===== src/rtl/cp_pi_sram_arbiter.sv =====
// ============================================================================
// Module      : cp_pi_sram_arbiter
// Description : Arbitrates access to the shared 64K x 8 SRAM and D bus
//               between the clock-port (CP) and Raspberry Pi (PI) register
//               decoders. One access is in flight at a time, conflicts are
//               resolved round-robin and each requester uses a 4-phase
//               req/ack handshake. All outputs are registered.
// Revision    : 1.0 - initial release
// ----------------------------------------------------------------------------
// Ports:
//   CLK, RST_n         clock, synchronous active-low reset
//   CP_REQ/WE/ADDR     CP request (write data arrives via the input latch)
//   CP_ACK             one-cycle completion pulse to CP
//   PI_REQ/WE/ADDR     PI request
//   PI_WDATA           PI write data
//   PI_ACK             one-cycle completion pulse to PI
//   PI_RDATA           PI read data, valid from PI_ACK until next PI read
//   D_IN               sampled D bus
//   D_OUT, D_OE        FPGA drive value / drive enable for D
//   RAM_A              SRAM address
//   RAM_OE_n, RAM_WE_n SRAM strobes
//   LE_OUT             output latch (towards CP) enable
//   OE_IN_n            input latch (CP_Data -> D) output enable
//   GRANT_PI           1 while the current/last access belongs to PI
//   BUSY               1 in any state other than IDLE
// ============================================================================
`timescale 1ns/1ps
`default_nettype none

module cp_pi_sram_arbiter #(
  parameter int ADDR_W    = 16,
  parameter int RD_CYCLES = 3,
  parameter int WR_CYCLES = 3
) (
  input  logic              CLK,
  input  logic              RST_n,
  input  logic              CP_REQ,
  input  logic              CP_WE,
  input  logic [ADDR_W-1:0] CP_ADDR,
  output logic              CP_ACK,
  input  logic              PI_REQ,
  input  logic              PI_WE,
  input  logic [ADDR_W-1:0] PI_ADDR,
  input  logic [7:0]        PI_WDATA,
  output logic              PI_ACK,
  output logic [7:0]        PI_RDATA,
  input  logic [7:0]        D_IN,
  output logic [7:0]        D_OUT,
  output logic              D_OE,
  output logic [ADDR_W-1:0] RAM_A,
  output logic              RAM_OE_n,
  output logic              RAM_WE_n,
  output logic              LE_OUT,
  output logic              OE_IN_n,
  output logic              GRANT_PI,
  output logic              BUSY
);

  localparam int C_MAX_CYC = (RD_CYCLES > WR_CYCLES) ? RD_CYCLES : WR_CYCLES;
  localparam int C_CNT_W   = (C_MAX_CYC > 1) ? $clog2(C_MAX_CYC) : 1;

  typedef enum logic [1:0] {
    ST_IDLE   = 2'd0,
    ST_SETUP  = 2'd1,
    ST_ACCESS = 2'd2,
    ST_HOLD   = 2'd3
  } state_t;

  state_t              state_q,    state_d;
  logic [C_CNT_W-1:0]  cnt_q,      cnt_d;
  logic                we_q,       we_d;
  logic [ADDR_W-1:0]   ram_a_q,    ram_a_d;
  logic                ram_oe_n_q, ram_oe_n_d;
  logic                ram_we_n_q, ram_we_n_d;
  logic                le_out_q,   le_out_d;
  logic                oe_in_n_q,  oe_in_n_d;
  logic                d_oe_q,     d_oe_d;
  logic [7:0]          d_out_q,    d_out_d;
  logic [7:0]          pi_rdata_q, pi_rdata_d;
  logic                cp_ack_q,   cp_ack_d;
  logic                pi_ack_q,   pi_ack_d;
  logic                grant_pi_q, grant_pi_d;
  logic                busy_q,     busy_d;
  logic                last_pi_q,  last_pi_d;
  logic                cp_armed_q, cp_armed_d;
  logic                pi_armed_q, pi_armed_d;

  logic w_cp_elig;
  logic w_pi_elig;
  logic w_pick_pi;

  // A requester is only eligible while armed, so a REQ held high after its
  // ACK cannot start a second access until it has been seen low.
  assign w_cp_elig = CP_REQ & cp_armed_q;
  assign w_pi_elig = PI_REQ & pi_armed_q;
  // PI wins when alone, or on a tie when CP was granted last.
  assign w_pick_pi = w_pi_elig & (~w_cp_elig | ~last_pi_q);

  always_comb begin
    state_d    = state_q;
    cnt_d      = cnt_q;
    we_d       = we_q;
    ram_a_d    = ram_a_q;
    ram_oe_n_d = ram_oe_n_q;
    ram_we_n_d = ram_we_n_q;
    le_out_d   = le_out_q;
    oe_in_n_d  = oe_in_n_q;
    d_oe_d     = d_oe_q;
    d_out_d    = d_out_q;
    pi_rdata_d = pi_rdata_q;
    cp_ack_d   = 1'b0;
    pi_ack_d   = 1'b0;
    grant_pi_d = grant_pi_q;
    busy_d     = busy_q;
    last_pi_d  = last_pi_q;
    // Re-arm as soon as REQ is sampled low; the HOLD entry below clears it.
    cp_armed_d = CP_REQ ? cp_armed_q : 1'b1;
    pi_armed_d = PI_REQ ? pi_armed_q : 1'b1;

    case (state_q)
      ST_IDLE: begin
        if (w_cp_elig || w_pi_elig) begin
          state_d    = ST_SETUP;
          busy_d     = 1'b1;
          grant_pi_d = w_pick_pi;
          last_pi_d  = w_pick_pi;
          ram_oe_n_d = 1'b1;
          ram_we_n_d = 1'b1;
          if (w_pick_pi) begin
            we_d      = PI_WE;
            ram_a_d   = PI_ADDR;
            d_out_d   = PI_WDATA;
            d_oe_d    = PI_WE;
            oe_in_n_d = 1'b1;
            le_out_d  = 1'b0;
          end else begin
            we_d      = CP_WE;
            ram_a_d   = CP_ADDR;
            d_oe_d    = 1'b0;
            oe_in_n_d = ~CP_WE;
            // Open the output latch for a CP read so it tracks the SRAM data.
            le_out_d  = ~CP_WE;
          end
        end
      end

      ST_SETUP: begin
        state_d = ST_ACCESS;
        if (we_q) begin
          ram_we_n_d = 1'b0;
          cnt_d      = C_CNT_W'(WR_CYCLES - 1);
        end else begin
          ram_oe_n_d = 1'b0;
          cnt_d      = C_CNT_W'(RD_CYCLES - 1);
        end
      end

      ST_ACCESS: begin
        if (cnt_q == '0) begin
          state_d    = ST_HOLD;
          ram_oe_n_d = 1'b1;
          ram_we_n_d = 1'b1;
          // Falling LE_OUT makes the output latch keep the read data.
          le_out_d   = 1'b0;
          if (grant_pi_q) begin
            pi_ack_d   = 1'b1;
            pi_armed_d = 1'b0;
            if (!we_q) begin
              pi_rdata_d = D_IN;
            end
          end else begin
            cp_ack_d   = 1'b1;
            cp_armed_d = 1'b0;
          end
        end else begin
          cnt_d = cnt_q - C_CNT_W'(1);
        end
      end

      ST_HOLD: begin
        // Write data was held through HOLD for SRAM hold time; release now.
        state_d   = ST_IDLE;
        busy_d    = 1'b0;
        d_oe_d    = 1'b0;
        oe_in_n_d = 1'b1;
      end

      default: begin
        state_d = ST_IDLE;
      end
    endcase
  end

  always_ff @(posedge CLK) begin
    if (!RST_n) begin
      state_q    <= ST_IDLE;
      cnt_q      <= '0;
      we_q       <= 1'b0;
      ram_a_q    <= '0;
      ram_oe_n_q <= 1'b1;
      ram_we_n_q <= 1'b1;
      le_out_q   <= 1'b0;
      oe_in_n_q  <= 1'b1;
      d_oe_q     <= 1'b0;
      d_out_q    <= 8'h00;
      pi_rdata_q <= 8'h00;
      cp_ack_q   <= 1'b0;
      pi_ack_q   <= 1'b0;
      grant_pi_q <= 1'b0;
      busy_q     <= 1'b0;
      last_pi_q  <= 1'b1;   // CP wins the first tie
      cp_armed_q <= 1'b1;
      pi_armed_q <= 1'b1;
    end else begin
      state_q    <= state_d;
      cnt_q      <= cnt_d;
      we_q       <= we_d;
      ram_a_q    <= ram_a_d;
      ram_oe_n_q <= ram_oe_n_d;
      ram_we_n_q <= ram_we_n_d;
      le_out_q   <= le_out_d;
      oe_in_n_q  <= oe_in_n_d;
      d_oe_q     <= d_oe_d;
      d_out_q    <= d_out_d;
      pi_rdata_q <= pi_rdata_d;
      cp_ack_q   <= cp_ack_d;
      pi_ack_q   <= pi_ack_d;
      grant_pi_q <= grant_pi_d;
      busy_q     <= busy_d;
      last_pi_q  <= last_pi_d;
      cp_armed_q <= cp_armed_d;
      pi_armed_q <= pi_armed_d;
    end
  end

  assign CP_ACK   = cp_ack_q;
  assign PI_ACK   = pi_ack_q;
  assign PI_RDATA = pi_rdata_q;
  assign D_OUT    = d_out_q;
  assign D_OE     = d_oe_q;
  assign RAM_A    = ram_a_q;
  assign RAM_OE_n = ram_oe_n_q;
  assign RAM_WE_n = ram_we_n_q;
  assign LE_OUT   = le_out_q;
  assign OE_IN_n  = oe_in_n_q;
  assign GRANT_PI = grant_pi_q;
  assign BUSY     = busy_q;

endmodule

`default_nettype wire


===== config.mk =====
export PLATFORM = sky130hd
export DESIGN_NAME = cp_pi_sram_arbiter
export DESIGN_NICKNAME = d
export VERILOG_FILES = /design/src/rtl/cp_pi_sram_arbiter.sv
export SDC_FILE = /design/constraint.sdc
export NUM_CORES = 1
export LEC_CHECK = 0
export CAP_MARGIN = 20
export CORE_UTILIZATION = 42
export DETAILED_ROUTE_END_ITERATION = 12
export PLACE_DENSITY = 0.83
export REMOVE_ABC_BUFFERS = 1
export SKIP_CTS_REPAIR_TIMING = 1
export SLEW_MARGIN = 10
export SYNTH_ARGS = -nofsm -noshare
export SYNTH_HDL_FRONTEND = slang
export SYNTH_SLANG_ARGS = --single-unit

===== constraint.sdc =====
create_clock -name CLK -period 1.75 [get_ports CLK]
set_clock_uncertainty 0.1 [all_clocks]
set_input_delay 0.35 -clock CLK [delete_from_list [all_inputs] [get_ports CLK]]
set_output_delay 0.35 -clock CLK [all_outputs]
set_load 0.02 [all_outputs]

==> results.md, run 1 <==
Final layout:
- Leaving out fill and tap cells, the most frequent cell in the layout is sky130_fd_sc_hd__clkdlybuf4s50_1.
- The area of the multi-input gates is 1100 sq um.
- After filler insertion, the fill cell instance count of the layout stands at 441.
- Leaving out fill and tap cells, the most frequent cells in the layout are sky130_fd_sc_hd__clkdlybuf4s50_1 (82), sky130_fd_sc_hd__dfxtp_1 (49), sky130_fd_sc_hd__nand2_1 (39).
- At the end of the flow, the number of nets in the layout was 422.
- From synthesis to final layout, the design area changed by 55.2%.
- The post-route netlist has 10.8% of its cells at a drive strength greater than 1.
- Across the whole layout, storage elements account for 981 sq um.
- The final core utilization is 67.7%.
- The number of diodes is 0.

Floorplan:
- 95 I/O pins were placed.
- The count of standard-cell rows is 26.
- The die footprint is 5640 sq um.
- In this run the horizontal extent of the chip is 75.1 um.
- Once the floorplan was initialized, standard cells occupied 43.6% of the core.
- The core region is 5140 sq um.
- The floorplan step set the die height to 75.1 um.

Drt:
- The residual antenna-violating net count after detailed routing is 0.
- After detailed routing, the total wire length is 6390 um.
- Dividing the detail-routed wire length by the instance count gives 14.8 um.
- The count of routing violations after the opening detailed-route iteration is 98.
- The vias after detailed routing is 2,341.
- Before antenna repair, the detailed router went through 4 iterations.
- In the routed layout, each cell is associated on average with a via count of 5.42.
- In the routed design, unresolved DRC markers number 0.

Yosys:
- Counting flops and latches in the post-synthesis netlist gives 49.
- The cell taking the most area after synthesis is sky130_fd_sc_hd__dfxtp_1.
- The mean instance size in the synthesized netlist is 8.56 sq um.
- The post-synth design cell area is 2240 sq um.
- The number of distinct library cell variants in the gate-level netlist after synthesis is 36.
- After synthesis, the cell types taking the most area are sky130_fd_sc_hd__dfxtp_1 (44%), sky130_fd_sc_hd__a21oi_1 (6.7%), sky130_fd_sc_hd__a311oi_1 (6.6%).
- The share of the Yosys chip area taken by registers is 43.7%.
- For this run, the number of Yosys warnings is 0.
- In this run the biggest area consumer among cell types represents 43.7% of the synthesized area.
- Counting every instance in the synthesized netlist gives 262.

Global routing:
- The total track usage is 23.1%.
- The largest net degree at the start of global routing is 20.
- The via count of the first global-routing pass is 2,220.
- Global routing finished with a remaining overflow of 0.
- The first global-routing pass estimated 9880 um of wire.
- The initial antenna violation count is 0.

Critical path:
- The critical path is of the reg2out type.
- The slowest cell on the critical path is sky130_fd_sc_hd__clkdlybuf4s50_1.
- For the worst setup path, the data required time is 1300 ps.
- Tracing the worst setup path back leads to its startpoint at D_OUT[0]$_SDFFE_PN0P_.
- Grouping stages by cell kind, the critical path spends the most delay in buffers and inverters.
- STA classifies the critical path startpoint as a flip-flop.
- At the worst endpoint, the arrival time is 1260 ps.
- Along the worst path, the maximum fanout reaches 2.
- The most critical setup path has its endpoint at D_OUT[0].
- The number of logic stages on the critical path including buffering is 1.
- The worst register-to-register path has a setup slack of 80 ps.
- STA classifies the critical path endpoint as an output pin.
- Traced cell by cell, the critical path runs through clkdlybuf4s50_1.
- The end of the worst register-to-register path is LE_OUT$_SDFFE_PN0P_.
- Counting both buffers and inverters, the worst setup path holds a total of 1.
- The launch point of the worst reg-to-reg path is state_q[0]$_SDFFE_PN0P_.
- Counting cells, the worst reg-to-reg path comes to 5.
- The largest single stage delay on the critical path is 610 ps.

STA:
- The final number of hold-violating endpoints was 0.
- The normalized max-slew margin is 76.6%.
- Derived from the worst setup path, the maximum achievable clock frequency is 0.584 GHz.
- The measured slew at the worst slew-check pin is 350 ps.
- The final critical-path share of the clock period is 97.9%.
- The max-slew violation total from the final report is 0.
- The setup-violating endpoint count in the final report is 0.
- The final period demand of the worst path is 1710 ps.

Power and ir drop:
- The reported leakage power is 0.00148 uW.
- Net switching is 38.3% of the power.
- The analysis attributes to net switching a power of 1760 uW.
- The total internal power is 2840 uW.
- In this run, flip-flops and latches consume 34.7% of the power.
- The post-route total power is 4600 uW.
- The clock network is responsible for 14.3% of the overall power.
- The part of the total power dissipated in combinational logic is 50.9%.
- Across the VDD grid, the largest voltage drop is 747 uV.
- The power per unit of standard cell area is 1320 nW/um^2.

Clock tree:
- After clock tree synthesis, the clock-pin slew on the worst setup and hold paths is 80 ps.
- The H-tree depth is 2.
- The tree is rooted in a sky130_fd_sc_hd__clkbuf_8.
- The clock latency of the later-clocked register in the worst-skew pair is 300 ps.
- The largest buffer count on any clock path is 2.
- For this design, the sink count on the clock tree is 49.
- The CTS tree is done.
- The number of buffers created by CTS is 5.

Placed design:
- Routability-driven placement finished with a final weighted congestion of 0.844.
- Port buffering added 94 buffers.
- The post-DP HPWL is 4730 um.

Hold path:
- In this run the worst hold path is classified as reg2reg.

Flow run:
- The total of max-cap violations is 0.

Run status:
- The run finished with clean final reports.
==> flip-flops by register name (all words and copies together) (netlist names) <==
signal,flops
PI_RDATA,8
BUSY,1
GRANT_PI,1
pi_armed_q,1
D_OUT,8
cp_armed_q,1
RAM_WE_n,1
CP_ACK,1
PI_ACK,1
OE_IN_n,1
D_OE,1
RAM_OE_n,1
RAM_A,16
cnt_q,2
state_q,2
last_pi_q,1
LE_OUT,1
we_q,1
==> Yosys cell counts, drive strengths merged <==
library cell and count:
mux2i 11, inv 13, buf 13, nand3b 2, a211oi 4, ha 6, a211o 1, a311oi 17
a2111o 1, o221a 1, a22o 1, nor2 7, nor3b 1, dfxtp 49, nor2b 1, nand3 21
nand4b 1, and2 1, o32ai 1, a21oi 30, nand2 39, and4b 1, o21ai 19, a221oi 1
o21a 1, nor3 1, a22oi 1, a31oi 2, and3 2, o31ai 1, clkbuf 10, a32oi 2
==> area by class of cell <==
class,instances,area share [%]
clock buffer,7,2.48
timing repair buffer,116,33.7
inverter,13,1.40
multi-input combinational,177,31.7
tap,70,2.52
sequential,49,28.2
==> metal layers <==
layer  GRT usage [%]  wire length (um)  share of wire, %  vias to the layer above
met4            12.2               161               2.5                        0
met1            26.5              2630                41                     1092
li1                -                 -                 -                     1142
met3            4.15               379               5.9                       15
met5               0                 0                 0                        -
met2            40.8              3220                50                       92
==> power groups by stage <==
| stage | registers, uW | clock network [uW] | logic [uW] |
|---|---|---|---|
| 2_1_floorplan | 1860 | 0 | 974 |
| 3_3_place_gp | 1610 | 0 | 2190 |
| 3_5_place_dp | 1620 | 0 | 2260 |
| 4_1_cts | 1600 | 674 | 2260 |
| 5_1_grt | 1630 | 718 | 2550 |
| 6_report | 1600 | 658 | 2340 |
==> through the flow <==
stage / instance area [sq um] / setup TNS (ps) / setup WS, ps / std cells / hold WS [ps]
2_1_floorplan: 2120 / -578 / -34.0 / 239 / 321
3_3_place_gp: 3330 / -3250 / -130 / 424 / 341
3_5_place_dp: 3330 / -4900 / -200 / 424 / 349
4_1_cts: 3420 / -99.9 / -80.9 / 431 / 364
5_1_grt: 3480 / -15.6 / -15.0 / 432 / 377
6_report: 3480 / 0 / 37.2 / 432 / 358
==> logic make-up after synthesis <==
logic type	synth area share [%]
buffers and inverters	7.70
AND/OR/NAND/NOR	16.2
multiplexers	4.91
flip-flops	43.7
adder cells (fa/ha/maj)	3.35
AO/OA/AOI/OAI	24.1
==> worst register-to-register path: cells and delay by family (launching register included) <==
family / cells / cell delay, ps
AOI/OAI and AO/OA: 1 / 380
muxes: 1 / 140
buffers and inverters: 2 / 290
adders and majority gates: 1 / 290
DFF: 1 / 400
==> how the worst min path moves through the flow <==
stage | to | cells past startpoint | start | slack, ps
CTS | D_OUT[4]$_SDFFE_PN0P_ | 2 | D_OUT[4]$_SDFFE_PN0P_ | 360
global placement | PI_RDATA[6]$_SDFFE_PN0P_ | 2 | PI_RDATA[6]$_SDFFE_PN0P_ | 340
finish | D_OUT[4]$_SDFFE_PN0P_ | 2 | D_OUT[4]$_SDFFE_PN0P_ | 360
detailed placement | D_OUT[7]$_SDFFE_PN0P_ | 2 | D_OUT[7]$_SDFFE_PN0P_ | 350
floorplan | OE_IN_n$_SDFFE_PN1P_ | 1 | RST_n | 320
global route | PI_RDATA[5]$_SDFFE_PN0P_ | 2 | PI_RDATA[5]$_SDFFE_PN0P_ | 380
Power figures use the tool's default switching activity.
==> inputs of run 2 (changes only) <==
--- a/config.mk
+++ b/config.mk
@@ -11,7 +11,6 @@
 export PLACE_DENSITY = 0.83
 export REMOVE_ABC_BUFFERS = 1
 export SKIP_CTS_REPAIR_TIMING = 1
-export SLEW_MARGIN = 10
 export SYNTH_ARGS = -nofsm -noshare
 export SYNTH_HDL_FRONTEND = slang
 export SYNTH_SLANG_ARGS = --single-unit
==> results of run 2 <==
No change in the layout: final DEF, timing and power equal those of run 1.
